[config.mk]
export PLATFORM = sky130hd
export DESIGN_NAME = control_sequencer
export DESIGN_NICKNAME = d
export VERILOG_FILES = /design/src/rtl/control_sequencer.sv
export SDC_FILE = /design/constraint.sdc
export NUM_CORES = 1
export LEC_CHECK = 0
export ABC_AREA = 1
export CAP_MARGIN = 20
export CORE_ASPECT_RATIO = 1.4
export CORE_MARGIN = 2
export CORE_UTILIZATION = 42
export CTS_BUF_LIST = sky130_fd_sc_hd__clkbuf_4 sky130_fd_sc_hd__clkbuf_8
export CTS_CLUSTER_SIZE = 20
export DETAILED_ROUTE_END_ITERATION = 10
export MAX_ROUTING_LAYER = met4
export PLACE_DENSITY_LB_ADDON = 0.08
export SETUP_SLACK_MARGIN = 0.2
export SYNTH_ARGS = -nofsm -noshare
export SYNTH_HDL_FRONTEND = slang
export SYNTH_SLANG_ARGS = --single-unit
[constraint.sdc]
create_clock -name clk -period 1.6 [get_ports clk]
set_clock_uncertainty 0.15 [all_clocks]
set_input_delay 0.24 -clock clk [delete_from_list [all_inputs] [get_ports clk]]
set_output_delay 0.24 -clock clk [all_outputs]
set_load 0.03 [all_outputs]
[src/rtl/control_sequencer.sv]
`default_nettype none
// ============================================================================
//  Module   : control_sequencer
//  Purpose  : Multi-cycle microsequencer for the shared datapath bus. Fetches
//             the 16-bit instruction in IR, decodes it and, every cycle,
//             drives the bus source code, one-hot destination write enables
//             and the memory / ALU strobes.
//  Ports    : clk, rst_n (sync, active-low), start, ir[15:0], z_flag
//             -> read_en[RE_W-1:0], wr_en[N_DST-1:0], pc_inc, im_rd, dm_rd,
//                dm_wr, alu_en, alu_op[2:0], halt, err
//  Revision : 1.0  initial release
// ============================================================================
module control_sequencer #(
    parameter int RE_W    = 5,
    parameter int N_DST   = 18,
    parameter int MEM_LAT = 1
) (
    input  logic             clk,
    input  logic             rst_n,
    input  logic             start,
    input  logic [15:0]      ir,
    input  logic             z_flag,
    output logic [RE_W-1:0]  read_en,
    output logic [N_DST-1:0] wr_en,
    output logic             pc_inc,
    output logic             im_rd,
    output logic             dm_rd,
    output logic             dm_wr,
    output logic             alu_en,
    output logic [2:0]       alu_op,
    output logic             halt,
    output logic             err
);

    // Bus source codes; a register's source code is also its wr_en bit.
    localparam logic [RE_W-1:0] c_src_none = RE_W'(0);
    localparam logic [RE_W-1:0] c_src_dm   = RE_W'(1);
    localparam logic [RE_W-1:0] c_src_im   = RE_W'(2);
    localparam logic [RE_W-1:0] c_src_pc   = RE_W'(3);
    localparam logic [RE_W-1:0] c_src_ir   = RE_W'(4);
    localparam logic [RE_W-1:0] c_src_ar   = RE_W'(5);
    localparam logic [RE_W-1:0] c_src_ac   = RE_W'(6);
    localparam logic [RE_W-1:0] c_src_r    = RE_W'(13);
    localparam logic [RE_W-1:0] c_src_dr   = RE_W'(17);

    // Wait counter loads MEM_LAT-1 and counts down to 0, so the first wait
    // cycle is the one where the counter still holds its load value.
    localparam logic [2:0] c_wait_init = 3'(MEM_LAT - 1);

    typedef enum logic [4:0] {
        S_IDLE, S_FETCH1, S_FWAIT, S_FETCH3, S_DECODE,
        S_LD1, S_DWAIT, S_LD3,
        S_ST1, S_ST2, S_ST3,
        S_MVAC, S_MVR, S_ADD, S_SUB, S_JMPZ,
        S_HALTED
    } state_t;

    state_t          r_state;
    logic [2:0]      r_wait;
    logic            r_err;

    logic [RE_W-1:0] w_rc;
    logic            w_rc_ok;
    logic            w_unused;

    assign w_rc     = RE_W'(ir[4:0]);
    // Register code must name a real register other than AC (code 0 is "none").
    assign w_rc_ok  = (w_rc != c_src_none) && (w_rc != c_src_ac) && (int'(w_rc) < N_DST);
    assign w_unused = &{1'b0, ir[7:5]};

    function automatic logic [N_DST-1:0] dst(input logic [RE_W-1:0] code);
        return N_DST'(1) << code;
    endfunction

    always_ff @(posedge clk) begin
        if (!rst_n) begin
            r_state <= S_IDLE;
            r_wait  <= 3'd0;
            r_err   <= 1'b0;
        end else begin
            case (r_state)
                S_IDLE:   if (start) r_state <= S_FETCH1;
                S_FETCH1: begin
                    r_wait  <= c_wait_init;
                    r_state <= S_FWAIT;
                end
                S_FWAIT:  if (r_wait == 3'd0) r_state <= S_FETCH3;
                          else                r_wait  <= r_wait - 3'd1;
                S_FETCH3: r_state <= S_DECODE;
                S_DECODE: begin
                    case (ir[15:8])
                        8'h00:   r_state <= S_FETCH1;
                        8'h01:   r_state <= S_LD1;
                        8'h02:   r_state <= S_ST1;
                        8'h03:   r_state <= S_MVAC;
                        8'h04:   r_state <= S_MVR;
                        8'h05:   r_state <= S_ADD;
                        8'h06:   r_state <= S_SUB;
                        8'h07:   r_state <= S_JMPZ;
                        8'hFF:   r_state <= S_HALTED;
                        default: begin
                            r_err   <= 1'b1;
                            r_state <= S_HALTED;
                        end
                    endcase
                end
                S_LD1: begin
                    r_wait  <= c_wait_init;
                    r_state <= S_DWAIT;
                end
                S_DWAIT:  if (r_wait == 3'd0) r_state <= S_LD3;
                          else                r_wait  <= r_wait - 3'd1;
                S_LD3:    r_state <= S_FETCH1;
                S_ST1:    r_state <= S_ST2;
                S_ST2:    r_state <= S_ST3;
                S_ST3:    r_state <= S_FETCH1;
                S_MVAC, S_MVR: begin
                    // A bad register code is flagged but execution carries on.
                    if (!w_rc_ok) r_err <= 1'b1;
                    r_state <= S_FETCH1;
                end
                S_ADD, S_SUB, S_JMPZ: r_state <= S_FETCH1;
                S_HALTED: r_state <= S_HALTED;
                default:  r_state <= S_IDLE;
            endcase
        end
    end

    always_comb begin
        read_en = c_src_none;
        wr_en   = '0;
        pc_inc  = 1'b0;
        im_rd   = 1'b0;
        dm_rd   = 1'b0;
        dm_wr   = 1'b0;
        alu_en  = 1'b0;
        alu_op  = 3'b000;
        halt    = 1'b0;
        case (r_state)
            S_FETCH1: begin read_en = c_src_pc; wr_en = dst(c_src_ar); end
            S_FWAIT:  im_rd = (r_wait == c_wait_init);
            S_FETCH3: begin read_en = c_src_im; wr_en = dst(c_src_ir); pc_inc = 1'b1; end
            S_LD1, S_ST1: begin read_en = c_src_ir; wr_en = dst(c_src_ar); end
            S_DWAIT:  dm_rd = (r_wait == c_wait_init);
            S_LD3:    begin read_en = c_src_dm; wr_en = dst(c_src_ac); end
            S_ST2:    begin read_en = c_src_ac; wr_en = dst(c_src_dr); end
            S_ST3:    dm_wr = 1'b1;
            S_MVAC:   if (w_rc_ok) begin read_en = c_src_ac; wr_en = dst(w_rc); end
            S_MVR:    if (w_rc_ok) begin read_en = w_rc; wr_en = dst(c_src_ac); end
            S_ADD:    begin read_en = c_src_r; alu_en = 1'b1; alu_op = 3'b000; end
            S_SUB:    begin read_en = c_src_r; alu_en = 1'b1; alu_op = 3'b001; end
            S_JMPZ:   if (z_flag) begin read_en = c_src_ir; wr_en = dst(c_src_pc); end
            S_HALTED: halt = 1'b1;
            default:  ;
        endcase
    end

    assign err = r_err;

endmodule
`default_nettype wire

==> results of run 1 <==
## through the flow
stage | worst slack (ns) | instance area (um^2) | hold slack [ns] | cells
2_1_floorplan | -0.09443 | 1393 | 0.2257 | 204
3_5_place_dp | -0.7444 | 2205 | 0.3192 | 337
3_3_place_gp | -0.6249 | 2205 | 0.2971 | 337
## kinds of logic after synthesis
kind of cell	after synthesis
compound gates	22
other cells	1
buf+inv	43
fa+ha+maj	2
flops	9
simple gates	125
==> flow_summary.json, run 1 <==
{
  "status": "did not finish",
  "stop_stage": "4_1_cts",
  "error": "[ERROR DPL-0038] Utilization greater than 100%, impossible to legalize",
  "avgSynthCellArea_um2": 5.358,
  "synth_area_mm2": 0.001082,
  "cts_setup_buffers": 22,
  "cts_hold_buf": 0,
  "synth_most_common_cell": "nor2_1",
  "cts.sinks": 9,
  "netlist.area_leader.share": 0.1699,
  "initial_core_util": 0.4477,
  "synth_compound_area_frac": 0.1064,
  "cts_buffers": 3,
  "yosys_register_bits": 9,
  "synthArstFlopShare": 0,
  "yosysSeqAreaShare": 0.1665,
  "ys_top_cells_by_count": "nor2_1, nand2_1, inv_1",
  "ys.flop_type": "dfxtp_1",
  "synthSimpleGateAreaFrac": 0.5318,
  "ctsResizeCount": 120,
  "placement_rows": 21,
  "place_congestion": 0.9639,
  "synthMuxAreaShare": 0,
  "synth_fa_ha_area_frac": 0.02312,
  "synthXorXnorAreaFrac": 0,
  "synth_top_family_by_area": "simple AND/OR/NAND/NOR gates",
  "cts_root_buffer": "clkbuf_4",
  "yosys-top-cells-area": "nor2_1, dfxtp_1, nand2_1, inv_1, nand3_1",
  "die_w_um": 46.90,
  "synthDistinctLibCells": 24,
  "htreeDepth": 1,
  "io_buffers": 46,
  "syn_inst": 202,
  "synth_top_cell_by_area": "nor2_1",
  "synth-edff-count": 0,
  "yosysWarnings": 0,
  "io_pins": 53,
  "cts_buffer_depth": 2,
  "dp_hpwl_mm": 4.101,
  "die_y_um": 64.07
}
==> run 2: changes to the inputs <==
CORE_AREA = 2 2 63 65   (was not set)
CORE_ASPECT_RATIO = not set   (was 1.4)
CORE_MARGIN = not set   (was 2)
CORE_UTILIZATION = not set   (was 42)
CTS_BUF_LIST = not set   (was sky130_fd_sc_hd__clkbuf_4 sky130_fd_sc_hd__clkbuf_8)
CTS_CLUSTER_SIZE = not set   (was 20)
DIE_AREA = 0 0 65 67   (was not set)
MAX_ROUTING_LAYER = not set   (was met4)
PLACE_DENSITY_LB_ADDON = 0.15   (was 0.08)
SETUP_SLACK_MARGIN = not set   (was 0.2)
==> flow_summary.json, run 2 <==
{
  "status": "finished with violations",
  "violations": "negative setup slack",
  "die_w_um": 65,
  "vdd_drop_max_uv": 749.8,
  "cts.sinks": 9,
  "setup_violations": 30,
  "ff2ff_path_depth": 10,
  "nets": 349,
  "reg2reg_to": "r_state[0]$_SDFFE_PN0P_",
  "r2r_start": "r_state[0]$_SDFFE_PN0P_",
  "n_antenna_cell": 0,
  "nFillCells": 272,
  "fin_crit_sh": 1.242,
  "multi_input_area_mm2": 0.001167,
  "crit_path_end": "wr_en[10]",
  "slew_violations": 0,
  "synth-edff-count": 0,
  "yosys_register_bits": 9,
  "io_buffers": 46,
  "synth_area_mm2": 0.001082,
  "viasPerCell": 4.524,
  "hold_class": "register to register",
  "cp.depth": 8,
  "grt_pass1_wl_mm": 6.748,
  "postLayoutCellArea_mm2": 0.002713,
  "crit_slowest_cell": "dfxtp_2",
  "placed_cell_area_mm2": 0.002141,
  "reg2reg_slack_ns": -0.04,
  "htreeDepth": 1,
  "crit_buf_inv": 3,
  "hold_ws_ns": 0.3366,
  "powerDensity_mw_per_mm2": 935.7,
  "critPathMaxFanout": 8,
  "cts_tree": "yes",
  "synthArstFlopShare": 0,
  "cp_top_family": "simple AND/OR/NAND/NOR gates",
  "drive_gt1_frac": 0.6227,
  "timing.final.hold_violations": 0,
  "slowest_delay_ns": 0.33,
  "regMostFlops": "r_state",
  "cpMostUsedCell": "nor2_4",
  "dp.cells": 351,
  "drtPass1Iterations": 4,
  "max_freq_mhz": 503.3,
  "yosysWarnings": 0,
  "antenna_left": 0,
  "final_cells": 374,
  "placement_rows": 22,
  "end_kind": "output port",
  "die_y_um": 67,
  "ys_top_cells_by_count": "nor2_1, nand2_1, inv_1",
  "timing.final.ws_setup_ns": -0.3868,
  "largest_register_ffs": 5,
  "worstPathCellList": "inv_2 -> nand2_4 -> nor2_4 -> inv_2 -> nor2_4 -> nand3_4 -> nor2_4 -> buf_6",
  "overflow": 0,
  "ys.flop_type": "dfxtp_1",
  "regArea_um2": 193.9,
  "initial_core_util": 0.3001,
  "avgSynthCellArea_um2": 5.358,
  "synthDistinctLibCells": 24,
  "clock_latency_ns": 0.23,
  "cts_buffer_depth": 2,
  "netlist.area_leader.share": 0.1699,
  "die_area_mm2": 0.004355,
  "first_iter_violations": 50,
  "drt-total-wl_mm": 4.532,
  "path_class": "register to output port",
  "area_growth_pct": 150.6,
  "drc": 0,
  "final_cell_mix": "buf_4, buf_6, nor2_4, nand2_1, inv_1",
  "worst_ep_required_time_ns": 1.21,
  "start_kind": "register",
  "io_pins": 53,
  "place_congestion": 0.8549,
  "synth_top_cell_by_area": "nor2_1",
  "power_leakage_nw": 1.222,
  "worstPathArrival_ns": 1.60,
  "grt_max_degree": 9,
  "setup-tns-final_ns": -8.028,
  "avgRoutedWirePerCell_um": 12.12,
  "grt_util_all_layers": 0.2006,
  "grt_pass1_vias": 1540,
  "yosysSeqAreaShare": 0.1665,
  "syn_inst": 202,
  "startpoint": "r_state[2]$_SDFFE_PN0P_",
  "cts_root_buffer": "clkbuf_8",
  "rsz0062_at_grt": "yes",
  "core_area_mm2": 0.003606,
  "path_clk_slew_ns": 0.04,
  "cts_buffers": 3,
  "antenna_found_initial": 0,
  "period_minus_slack_ns": 1.987,
  "synth_most_common_cell": "nor2_1",
  "cts_hold_buf": 0,
  "final_common_cell": "buf_4",
  "drv_cap": 0,
  "yosys-top-cells-area": "nor2_1, dfxtp_1, nand2_1, inv_1, nand3_1",
  "dp_hpwl_mm": 3.239,
  "vias": 1692
}
[run 2: kinds of logic after synthesis]
kind of cell / Yosys count / synth area share
DFF: 9 / 0.1665
buffers and inverters: 43 / 0.1688
adders and majority gates: 2 / 0.02312
other: 1 / 0.003465
and+or+nand+nor: 125 / 0.5318
AOI/OAI and AO/OA: 22 / 0.1064
[run 2: timing repair]
action | 4_1_cts | 5_1_grt
pin swaps | 21 | 27
resized for setup | 90 | 37
setup endpoints to repair | 30 | 37
setup buffers | 10 | 12
[run 2: layout make-up]
type / count / share of cell area
clock buffers: 4 / 0.01661
well taps: 48 / 0.02214
flip-flops and latches: 9 / 0.07149
inverters: 38 / 0.05720
multi-input cells: 152 / 0.4304
repair buffers: 123 / 0.4022
[run 2: how the worst min path moves through the flow]
stage / end / start / slack, ns / depth (start not counted)
final: err$_SDFFE_PN0P_ / err$_SDFFE_PN0P_ / 0.34 / 2
after CTS: err$_SDFFE_PN0P_ / err$_SDFFE_PN0P_ / 0.33 / 2
after floorplan: r_wait[1]$_SDFFE_PN0P_ / rst_n / 0.23 / 2
after detailed placement: err$_SDFFE_PN0P_ / err$_SDFFE_PN0P_ / 0.31 / 2
after global routing: err$_SDFFE_PN0P_ / err$_SDFFE_PN0P_ / 0.38 / 2
after global placement: err$_SDFFE_PN0P_ / err$_SDFFE_PN0P_ / 0.32 / 2
[run 2: power by group]
part | internal (mW) | leakage [nW] | switching, mW | total, mW
clock network | 0.174 | 0.0228 | 0.0942 | 0.268
logic | 0.866 | 1.12 | 1.03 | 1.90
registers | 0.296 | 0.0765 | 0.0744 | 0.371
[run 2: stage by stage]
stage	setup slack [ns]	power (mW)	util
floorplan	-0.1502	1.163	-
global placement	-0.6391	1.705	0.5937
detailed placement	-0.6798	1.713	0.5937
CTS	-0.4241	2.280	0.7006
global route	-0.4518	2.710	0.7523
finish	-0.3868	2.538	0.7523
[run 2: worst register-to-register path, cell delays in order (launching register included)]
cell	delay [ns]
dfxtp_4	0.38
buf_4	0.14
buf_4	0.11
nand2_1	0.05
nand2_2	0.08
nor2_4	0.05
buf_6	0.13
nor2_1	0.13
nand3_1	0.11
o21ai_1	0.15
nor2_1	0.05
[run 2: layer usage]
layer,wire (um),vias to the layer above,global-route usage
met1,1796,743,0.2353
met2,2407,58,0.3866
met4,137,0,0.04255
met5,0,-,0
li1,-,876,-
met3,190,15,0.02365
Note: power is estimated with default switching activity, not from simulation.
==> run 3: changes to the inputs <==
CTS_CLUSTER_DIAMETER = 80   (was not set)
==> results of run 3 <==
Final layout, timing and power as in run 2 (identical DEF).
==> run 4: changes to the inputs <==
PLACE_DENSITY = 0.67   (was not set)
PLACE_DENSITY_LB_ADDON = not set   (was 0.15)
SKIP_LAST_GASP = 1   (was not set)
==> flow_summary.json, run 4 (synthesized netlist as in run 2, its figures left out) <==
{
  "avgRoutedWirePerCell_um": 12.35,
  "vias": 1697,
  "hp-start": "err$_SDFFE_PN0P_",
  "final_cell_mix": "buf_4, buf_6, nand2_1",
  "comb_power_share": 0.753,
  "nFillCells": 251,
  "drive_gt1_frac": 0.6400,
  "grt_pass1_wl_mm": 7.438,
  "r2r_start": "r_state[0]$_SDFFE_PN0P_",
  "setup_violations": 32,
  "path_clk_slew_ns": 0.04,
  "regMostFlops": "r_state",
  "drtPass1Iterations": 4,
  "vdd_drop_max_uv": 853.7,
  "max_freq_mhz": 516.9,
  "p_sw_mw": 1.214,
  "fin_crit_sh": 1.209,
  "cts.sinks": 9,
  "hold_class": "register to register",
  "start_kind": "input pin",
  "die_area_mm2": 0.004355,
  "initial_core_util": 0.3001,
  "path_class": "input pin to output port",
  "end_kind": "output port",
  "largest_register_ffs": 5,
  "viasPerCell": 4.550,
  "grt_pass1_vias": 1794,
  "die_y_um": 67,
  "final_common_cell": "buf_4",
  "worst_ep_required_time_ns": 1.21,
  "cts_tree": "yes",
  "cts_hold_buf": 0,
  "powerDensity_mw_per_mm2": 954.4,
  "worstPathCellList": "clkdlybuf4s15_2 -> inv_6 -> nand2_2 -> o21ai_2 -> nand2_2 -> nor2_4 -> nand3_4 -> buf_12 -> nor2_4 -> buf_6",
  "postLayoutCellArea_mm2": 0.002693,
  "timing.final.ws_setup_ns": -0.3346,
  "startpoint": "ir[2]",
  "placement_rows": 22,
  "io_buffers": 46,
  "hold_ws_ns": 0.3281,
  "total_power_mw": 2.570,
  "overflow": 0,
  "antenna_left": 0,
  "pre_cts_ws_ns": -0.7019,
  "grt_util_all_layers": 0.2171,
  "period_minus_slack_ns": 1.935,
  "first_iter_violations": 68,
  "p_clk_frac": 0.100,
  "cts_buffer_depth": 2,
  "drc": 0,
  "status": "finished with violations",
  "clock_latency_ns": 0.22,
  "slowest_delay_ns": 0.23,
  "core_area_mm2": 0.003606,
  "violations": "negative setup slack",
  "drt-total-wl_mm": 4.607,
  "cts_buffers": 3,
  "switching_share": 0.4723,
  "htreeDepth": 1,
  "cts_root_buffer": "clkbuf_8",
  "grt_max_degree": 9,
  "io_pins": 53,
  "dp_hpwl_mm": 3.369,
  "crit_slowest_cell": "clkdlybuf4s15_2",
  "area_growth_pct": 148.8,
  "slew_violations": 0,
  "antenna_found_initial": 0,
  "n_antenna_cell": 0,
  "drv_cap": 0,
  "power_leakage_nw": 1.228,
  "rsz0062_at_grt": "yes",
  "place_congestion": 0.8740,
  "placed_cell_area_mm2": 0.002141,
  "internal_power_mw": 1.356,
  "die_w_um": 65,
  "p_seq_frac": 0.147,
  "timing.final.hold_violations": 0,
  "critPathMaxFanout": 8,
  "setup-tns-final_ns": -7.370,
  "nets": 348,
  "worstPathArrival_ns": 1.54
}
## run 4: cell count changes in the layout (fill, tap and decap cells not counted), sizes merged
| cell | previous run | this run |
|---|---|---|
| buf | 108 | 105 |
| clkbuf | 5 | 6 |
| clkdlybuf4s15 | 1 | 2 |
## run 4: metal layers
metal / vias to the layer above / wire, um / GRT usage
met5: - / 0 / 0
met4: 0 / 63 / 0.06915
met1: 767 / 1794 / 0.2234
met3: 8 / 201 / 0.02872
li1: 872 / - / -
met2: 50 / 2547 / 0.4446
## run 4: repair_timing
item,4_1_cts,5_1_grt
setup buffers,14,6
endpoints found under the setup margin,32,37
endpoints found under the hold margin,0,0
gates cloned,0,0
resized for setup,87,35
pin swaps,15,21
## run 4: path summary, 6_finish.rpt
| kind | to | slack [ns] | cells past startpoint |
|---|---|---|---|
| setup / recovery | wr_en[11] | -0.33 | 10 |
| hold / removal | err$_SDFFE_PN0P_ | 0.33 | 2 |
| setup reg to reg | r_state[0]$_SDFFE_PN0P_ | -0.10 | 12 |
| hold reg to reg | err$_SDFFE_PN0P_ | 0.33 | 2 |
## run 4: power groups by stage
stage | sequential (mW) | combinational (mW) | clock, mW
6_report | 0.377 | 1.94 | 0.256
5_1_grt | 0.385 | 2.09 | 0.274
4_1_cts | 0.375 | 1.74 | 0.260
3_5_place_dp | 0.373 | 1.40 | 0
3_3_place_gp | 0.370 | 1.37 | 0
2_1_floorplan | 0.375 | 0.788 | 0
## run 4: layout make-up
cell class / instances / area [um^2] / share of cell area
Clock buffer: 4 / 45.04 / 0.01673
Inverter: 38 / 155.1 / 0.05762
Multi-Input combinational cell: 152 / 1140 / 0.4233
Sequential cell: 9 / 193.9 / 0.07203
Tap cell: 48 / 60.06 / 0.02230
Timing Repair Buffer: 122 / 1099 / 0.4080
## run 4: critical path, delay by kind of cell
family	cells	cell delay (ns)
AO/OA/AOI/OAI	1	0.15
buffers and inverters	4	0.60
AND/OR/NAND/NOR	5	0.55
## run 4: through the flow
stage               utilization  instances
CTS                      0.7117        369
global placement         0.5937        351
floorplan                     -        204
global route             0.7467        373
finish                   0.7467        373
detailed placement       0.5937        351
